===== config.mk =====
export PLATFORM = sky130hd
export DESIGN_NAME = if_stage
export DESIGN_NICKNAME = d
export VERILOG_FILES = /design/src/rtl/if_stage.sv
export SDC_FILE = /design/constraint.sdc
export NUM_CORES = 1
export LEC_CHECK = 0
export ABC_AREA = 1
export CAP_MARGIN = 10
export CORE_MARGIN = 5
export CORE_UTILIZATION = 46
export DETAILED_ROUTE_END_ITERATION = 8
export PLACE_DENSITY_LB_ADDON = 0.05
export SYNTH_ARGS = -nofsm -noshare
export SYNTH_HDL_FRONTEND = slang
export SYNTH_SLANG_ARGS = --single-unit

===== constraint.sdc =====
create_clock -name i_clk -period 1.4 [get_ports i_clk]
set_input_delay 0.28 -clock i_clk [delete_from_list [all_inputs] [get_ports i_clk]]
set_output_delay 0.28 -clock i_clk [all_outputs]
set_load 0.02 [all_outputs]

===== src/rtl/if_stage.sv =====
// RV32I instruction fetch stage: PC, imem valid/ack port, skid buffer, IF/ID.
// Define IF_PERF_CNT_EN to add fetch/bubble performance counters.
module if_stage #(
  parameter logic [31:0] RESET_PC  = 32'h0000_0000,
  parameter logic [31:0] NOP_INSTR = 32'h0000_0013
) (
  input  logic        i_clk,
  input  logic        i_rst_n,
  input  logic        i_stall_f,
  input  logic        i_flush_d,
  input  logic        i_redirect,
  input  logic [31:0] i_redirect_pc,
  output logic        o_imem_req,
  output logic [31:0] o_imem_addr,
  input  logic        i_imem_ack,
  input  logic [31:0] i_imem_rdata,
  output logic [31:0] o_instr_d,
  output logic [31:0] o_pc_d,
  output logic [31:0] o_pcplus4_d,
  output logic        o_valid_d
`ifdef IF_PERF_CNT_EN
  ,
  output logic [31:0] o_perf_fetch,
  output logic [31:0] o_perf_bubble
`endif
);

  typedef enum logic [1:0] {
    S_FETCH,
    S_BUFFERED,
    S_DRAIN
  } state_t;

  typedef struct packed {
    logic [31:0] instr;
    logic [31:0] pc;
    logic [31:0] pcplus4;
    logic        valid;
  } if_id_t;

  state_t      state, state_n;
  logic        run;
  logic [31:0] pc_f, pc_n;
  logic [31:0] skid_q, skid_n;
  logic [31:0] drain_q, drain_n;
  logic [31:0] pc_plus4;
  logic [31:0] target;
  logic        take;
  logic [31:0] take_instr;
  if_id_t      ifid_q, ifid_n;
  if_id_t      bubble;

  assign pc_plus4 = pc_f + 32'd4;
  assign target   = i_redirect_pc & ~32'h3;

  // run gates the first request to the cycle after reset release
  always_ff @(posedge i_clk or negedge i_rst_n) begin
    if (!i_rst_n) begin
      run     <= 1'b0;
      state   <= S_FETCH;
      pc_f    <= RESET_PC;
      skid_q  <= 32'h0;
      drain_q <= 32'h0;
    end else begin
      run     <= 1'b1;
      state   <= state_n;
      pc_f    <= pc_n;
      skid_q  <= skid_n;
      drain_q <= drain_n;
    end
  end

  always_comb begin
    state_n     = state;
    pc_n        = pc_f;
    skid_n      = skid_q;
    drain_n     = drain_q;
    o_imem_req  = 1'b0;
    o_imem_addr = pc_f;
    take        = 1'b0;
    take_instr  = i_imem_rdata;
    if (run) begin
      unique case (state)
        S_FETCH: begin
          o_imem_req = 1'b1;
          if (i_redirect) begin
            pc_n = target;
            if (!i_imem_ack) begin
              drain_n = pc_f;
              state_n = S_DRAIN;
            end
          end else if (i_imem_ack) begin
            if (i_stall_f) begin
              skid_n  = i_imem_rdata;
              state_n = S_BUFFERED;
            end else begin
              take = 1'b1;
              pc_n = pc_plus4;
            end
          end
        end
        S_BUFFERED: begin
          if (i_redirect) begin
            pc_n    = target;
            state_n = S_FETCH;
          end else if (!i_stall_f) begin
            take       = 1'b1;
            take_instr = skid_q;
            pc_n       = pc_plus4;
            state_n    = S_FETCH;
          end
        end
        S_DRAIN: begin
          o_imem_req  = 1'b1;
          o_imem_addr = drain_q;
          if (i_redirect) pc_n = target;
          if (i_imem_ack) state_n = S_FETCH;
        end
        default: state_n = S_FETCH;
      endcase
    end
  end

  // a bubble keeps the previous pc fields
  always_comb begin
    bubble       = ifid_q;
    bubble.instr = NOP_INSTR;
    bubble.valid = 1'b0;
  end

  always_comb begin
    ifid_n = ifid_q;
    if (!run) begin
      ifid_n = ifid_q;
    end else if (i_flush_d) begin
      ifid_n = bubble;
    end else if (i_stall_f) begin
      ifid_n = ifid_q;
    end else if (take) begin
      ifid_n.instr   = take_instr;
      ifid_n.pc      = pc_f;
      ifid_n.pcplus4 = pc_plus4;
      ifid_n.valid   = 1'b1;
    end else begin
      ifid_n = bubble;
    end
  end

  always_ff @(posedge i_clk or negedge i_rst_n) begin
    if (!i_rst_n) begin
      ifid_q <= '{instr: NOP_INSTR, pc: 32'h0,
                  pcplus4: 32'h0, valid: 1'b0};
    end else begin
      ifid_q <= ifid_n;
    end
  end

  assign o_instr_d   = ifid_q.instr;
  assign o_pc_d      = ifid_q.pc;
  assign o_pcplus4_d = ifid_q.pcplus4;
  assign o_valid_d   = ifid_q.valid;

`ifdef IF_PERF_CNT_EN
  logic ld_en;

  assign ld_en = run && !i_flush_d && !i_stall_f;

  always_ff @(posedge i_clk or negedge i_rst_n) begin
    if (!i_rst_n) begin
      o_perf_fetch  <= 32'h0;
      o_perf_bubble <= 32'h0;
    end else if (ld_en) begin
      if (take) o_perf_fetch <= o_perf_fetch + 32'd1;
      else o_perf_bubble <= o_perf_bubble + 32'd1;
    end
  end
`endif

endmodule


Yosys cells after proc, flatten, opt, wreduce, memory -nomap -nowiden
Index checks and enable logic that the tools add are counted.
- add/subtract/negate cells: 1
- $lt $le $gt $ge: 0
- divide/modulo/power cells: 0
- bitwise logic cells: 4
- multiplexer cells: 29
- equal/unequal tests: 9
- shift-type cells: 0
- multipliers: 0
- reduce and logical (&&, ||, !) cells: 9
- operators with widths (operator ; number):
    97-bit two-way mux ; 3
    32-bit two-way mux ; 9
    32-bit case mux with 3 select lines ; 1
    32-bit by 3-bit adder with 32-bit output (second input constant) ; 1
    2-bit two-way mux ; 7
    3-bit inequality test (second input constant) ; 4
    4-bit AND reduction ; 3
    1-bit two-way mux ; 7
    2-bit case mux with 3 select lines ; 1
    6-bit AND reduction ; 1
    5-bit AND reduction ; 1
    2-bit inequality test (second input constant) ; 2
    1-bit inverter ; 4
    3-bit nonzero test ; 1
    2-bit by 1-bit == test with 1-bit output (second input constant) ; 1
    2-bit == test (second input constant) ; 1
    2-bit logical NOT ; 1
    2-bit by 1-bit inequality test with 1-bit output (second input constant) ; 1
    1-bit case mux with 2 select lines ; 1
    2-bit AND reduction ; 1
    2-bit OR reduction ; 1
- bits in latches: 0
- input port bits: 70
- ROM bits: 0
- flip-flop bits (word level): 196
- memories kept: 0
- bits in writable memories: 0

Longest topological paths before layout
- word-level depth: 8
- mapped depth: 10
- gate-level depth less buffers: 10

Worst setup path before layout
No wires, ideal clock.
- path kind: register -> output
- from: register run
- to: output port o_imem_addr[10]
- path slack: -0.515 ns
- path buffers: 2
- stages on the path, launching flop included: 7
- arrival time: 1.635 ns
- cells stage by stage: dfrtp_1 buf_2 inv_1 nor2_1 nand2_1 clkbuf_1 a21oi_1
- word-level cells in the longest chain between the ends: 1
- ends and longest elaborated chain (element ; RTL line ; text):
    start: declaration ; 42 ; logic run;
    start signal: assignment ; 59 ; run <= 1'b0;
    start signal: assignment ; 65 ; run <= 1'b1;
    32-bit two-way mux ; 82 ; if (run) begin
    end: declaration ; 14 ; output logic [31:0] o_imem_addr,
No other way between the ends.

Final worst setup path
- from: register state[0]
- to: output port o_imem_addr[25]
- word-level cells in the longest chain between the ends: 3
- ends and longest elaborated chain (element ; RTL line ; text):
    start: declaration ; 41 ; state_t state, state_n;
    start signal: assignment ; 66 ; state <= state_n;
    2-bit == test ; 83 ; unique case (state)
    32-bit two-way mux ; 83 ;
    32-bit two-way mux ; 82 ;
No other way between the ends.

==> metrics <==
# port buffers=191; global-route wire length before repair=47.1 mm; number of fillers in the final layout=1052; synth warn=0; Final Hold Viols=0; Post-DRT Antenna Nets=0; crit path cell chain=nor2_4 -> nand2_8 -> buf_12 -> buf_12 -> nor2_4 -> a21oi_4 -> buf_6; CTS tree=yes; commonest non-fill, non-tap cell in the layout=nand2_1; Logic pwr share=54.4%; critical setup path kind=reg2out; Final period util=150%; core box area=18800 um2; delay-heaviest family, CP=buffers and inverters; Clk pwr share=15.2%; IO Count=200; Die Y=149 um; DRC Markers=0; total CTS buffers=17; routability cong.=0.892; Final Skew=0.0112 ns; die width=149 um; hpwl dp=18.9 mm; Worst Path Buf+Inv=3; register area=4710 um2; Place WS=-0.606 ns; unrepaired setup endpoints after global routing=yes; Clock Pin Slew Worst Setup and Hold Paths=0.07 ns; Setup crit end kind=output pin; Longest Clk Path Bufs=2; failing checks=negative setup slack; fin nets=1513; Overflow after GRT=0; Via-to-Cell Ratio=5.57; internal power=18.6 mW; largest net degree at the start of global routing=69; PD cells=2040 nW/um2; top cell type's share of synthesized area=52.3%; CP Max Fanout=7; multi-input logic area=5270 um2; switching part of the total=42.4%; vias in the first global route=8717; WL final=37.1 mm; Hold Slack=0.237 ns; full die area=22100 um2; Area contributors post-synth=dfrtp_1, nand2_1, nor2_1; Crit-path slowest cell=dfrtp_2; Worst EP arrival=1.82 ns; Iter 0 DRT Violations=844; biggest area consumer among synthesized cells=dfrtp_1; Hold Crit Class=in2async; final critical-path required period=2.10 ns; final slew viol count=0; Initial Util=47.0%; vias=9566; DRT Pass-1 Iters=5; H-Tree Depth=4; share of layout cells above drive strength 1=50.1%; peak supply drop=1420 uV; worst path required time=1.12 ns; sequential area share after synthesis=53.2%; maxcap violations=0; register bit total from synthesis=188; status=finished with violations; Mean Syn Cell Area=8.33 um2; Syn Inst Count=1062; Worst Setup Start Kind=flop; CTS root buffer=clkbuf_16; CP max stage delay=0.44 ns; Distinct cells, synth=30; Reg power frac=30.4%; Clk Latency, worst-skew pair=0.45 ns; synthesized cell area=8850 um2; final setup fails=236; initial antenna violation count=1; CTS sink cnt=188; Net Switching=13.7 mW; fmax=477 MHz; P&R area growth vs syn=79.1%; commonest cells after routing, fill and taps aside=nand2_1, dfrtp_1, buf_4; num rows=50; Design Power=32.2 mW; Setup WS post-layout=-0.695 ns; detail-routed net length per standard cell=21.6 um; LEAKAGE=7.23 nW; gr usage total=26.9%
[power by group through the flow]
stage          logic [mW]  registers (mW)  clock network (mW)
3_5_place_dp         13.6            9.11                   0
4_1_cts              14.7            9.16                4.89
6_report             17.5            9.79                4.90
2_1_floorplan        6.24            10.1                   0
3_3_place_gp         13.4            9.08                   0
5_1_grt              18.5            10.0                5.13
[stage by stage]
stage / std cells / util, % / setup TNS [ns] / cell area, um2
2_1_floorplan: 1067 / - / -2.67 / 9440
3_3_place_gp: 1584 / 65.6 / -97.49 / 12400
3_5_place_dp: 1584 / 65.6 / -103.79 / 12400
4_1_cts: 1659 / 75.3 / -58.27 / 14200
5_1_grt: 1716 / 84.1 / -93.43 / 15800
6_report: 1716 / 84.1 / -81.95 / 15800
[final timing paths]
path	endpoint	cells past startpoint	slack [ns]	start
max in group asynchronous	o_pcplus4_d[24]	3	0.58	i_rst_n
worst min register to register	o_pc_d[19]	2	0.49	o_pc_d[19]
worst max register to register	pc_f[13]	11	-0.49	state[1]
worst max-delay path	o_imem_addr[25]	7	-0.70	state[0]
worst min-delay path	o_instr_d[9]	2	0.24	i_rst_n
min in group i_clk	skid_q[4]	3	0.40	i_imem_rdata[4]
[repair_timing]
action / in CTS / in global routing
setup buffers: 26 / 46
pin swaps: 19 / 88
cloned: 16 / 21
resized for setup: 604 / 418
hold endpoints to repair: 185 / 0
endpoints found under the setup margin: 310 / 251
hold buffers: 1 / 0
[cell usage after synthesis]
master    instances
ha_1              1
nand3_1          38
mux2_2            8
nand4_1           4
nand4_4           1
nand2_2           2
nand2_1         300
dfstp_2           3
clkinv_4          1
o21ai_1          63
buf_2            16
and2_1            2
nor3_2            1
a21oi_1          44
o21ai_0          88
a21oi_2           1
a31oi_1          13
nor2_4            2
o211ai_1          1
mux2_4           20
nor2_2            6
buf_4            10
clkbuf_1         26
nor2_1          158
dfrtp_1         185
buf_6             8
conb_1            2
inv_2             5
xor2_1            7
inv_1            46
[routing by layer]
metal  up-vias  global-route usage, %  share of wire (%)
met5         -                      0                  0
met1      4690                   36.5                 38
met3       125                   5.76                8.4
met4         0                   8.45                4.4
met2       526                   43.5                 49
li1       4225                      -                  -
[flip-flops by register name, indices dropped and copies added (netlist names)]
name,flops
pc_f,30
o_valid_d,1
o_instr_d,32
o_pc_d,30
run,1
drain_q,30
skid_q,32
state,2
o_pcplus4_d,30
[kinds of logic (layout without fill, tap and decap cells)]
family | count (synthesis) | in the layout | share of synthesized area (%)
muxes | 28 | 28 | 4.41
AOI/OAI and AO/OA | 210 | 210 | 12.1
adders and majority gates | 1 | 1 | 0.141
buffers and inverters | 112 | 500 | 6.14
DFF | 188 | 188 | 53.2
and+or+nand+nor | 514 | 514 | 23.2
other | 2 | 8 | 0.0849
xor gates and xnor gates | 7 | 7 | 0.693
[area by class of cell]
cell class / count / area share, %
Clock buffer: 17 / 2.69
Timing Repair inverter: 1 / 0.103
Multi-Input combinational cell: 767 / 33.3
Clock inverter: 15 / 0.916
Inverter: 52 / 1.45
Antenna cell: 1 / 0.0158
Sequential cell: 188 / 29.7
Timing Repair Buffer: 415 / 29.8
Tap cell: 260 / 2.05
No activity file was read; power rests on OpenSTA's default activity.
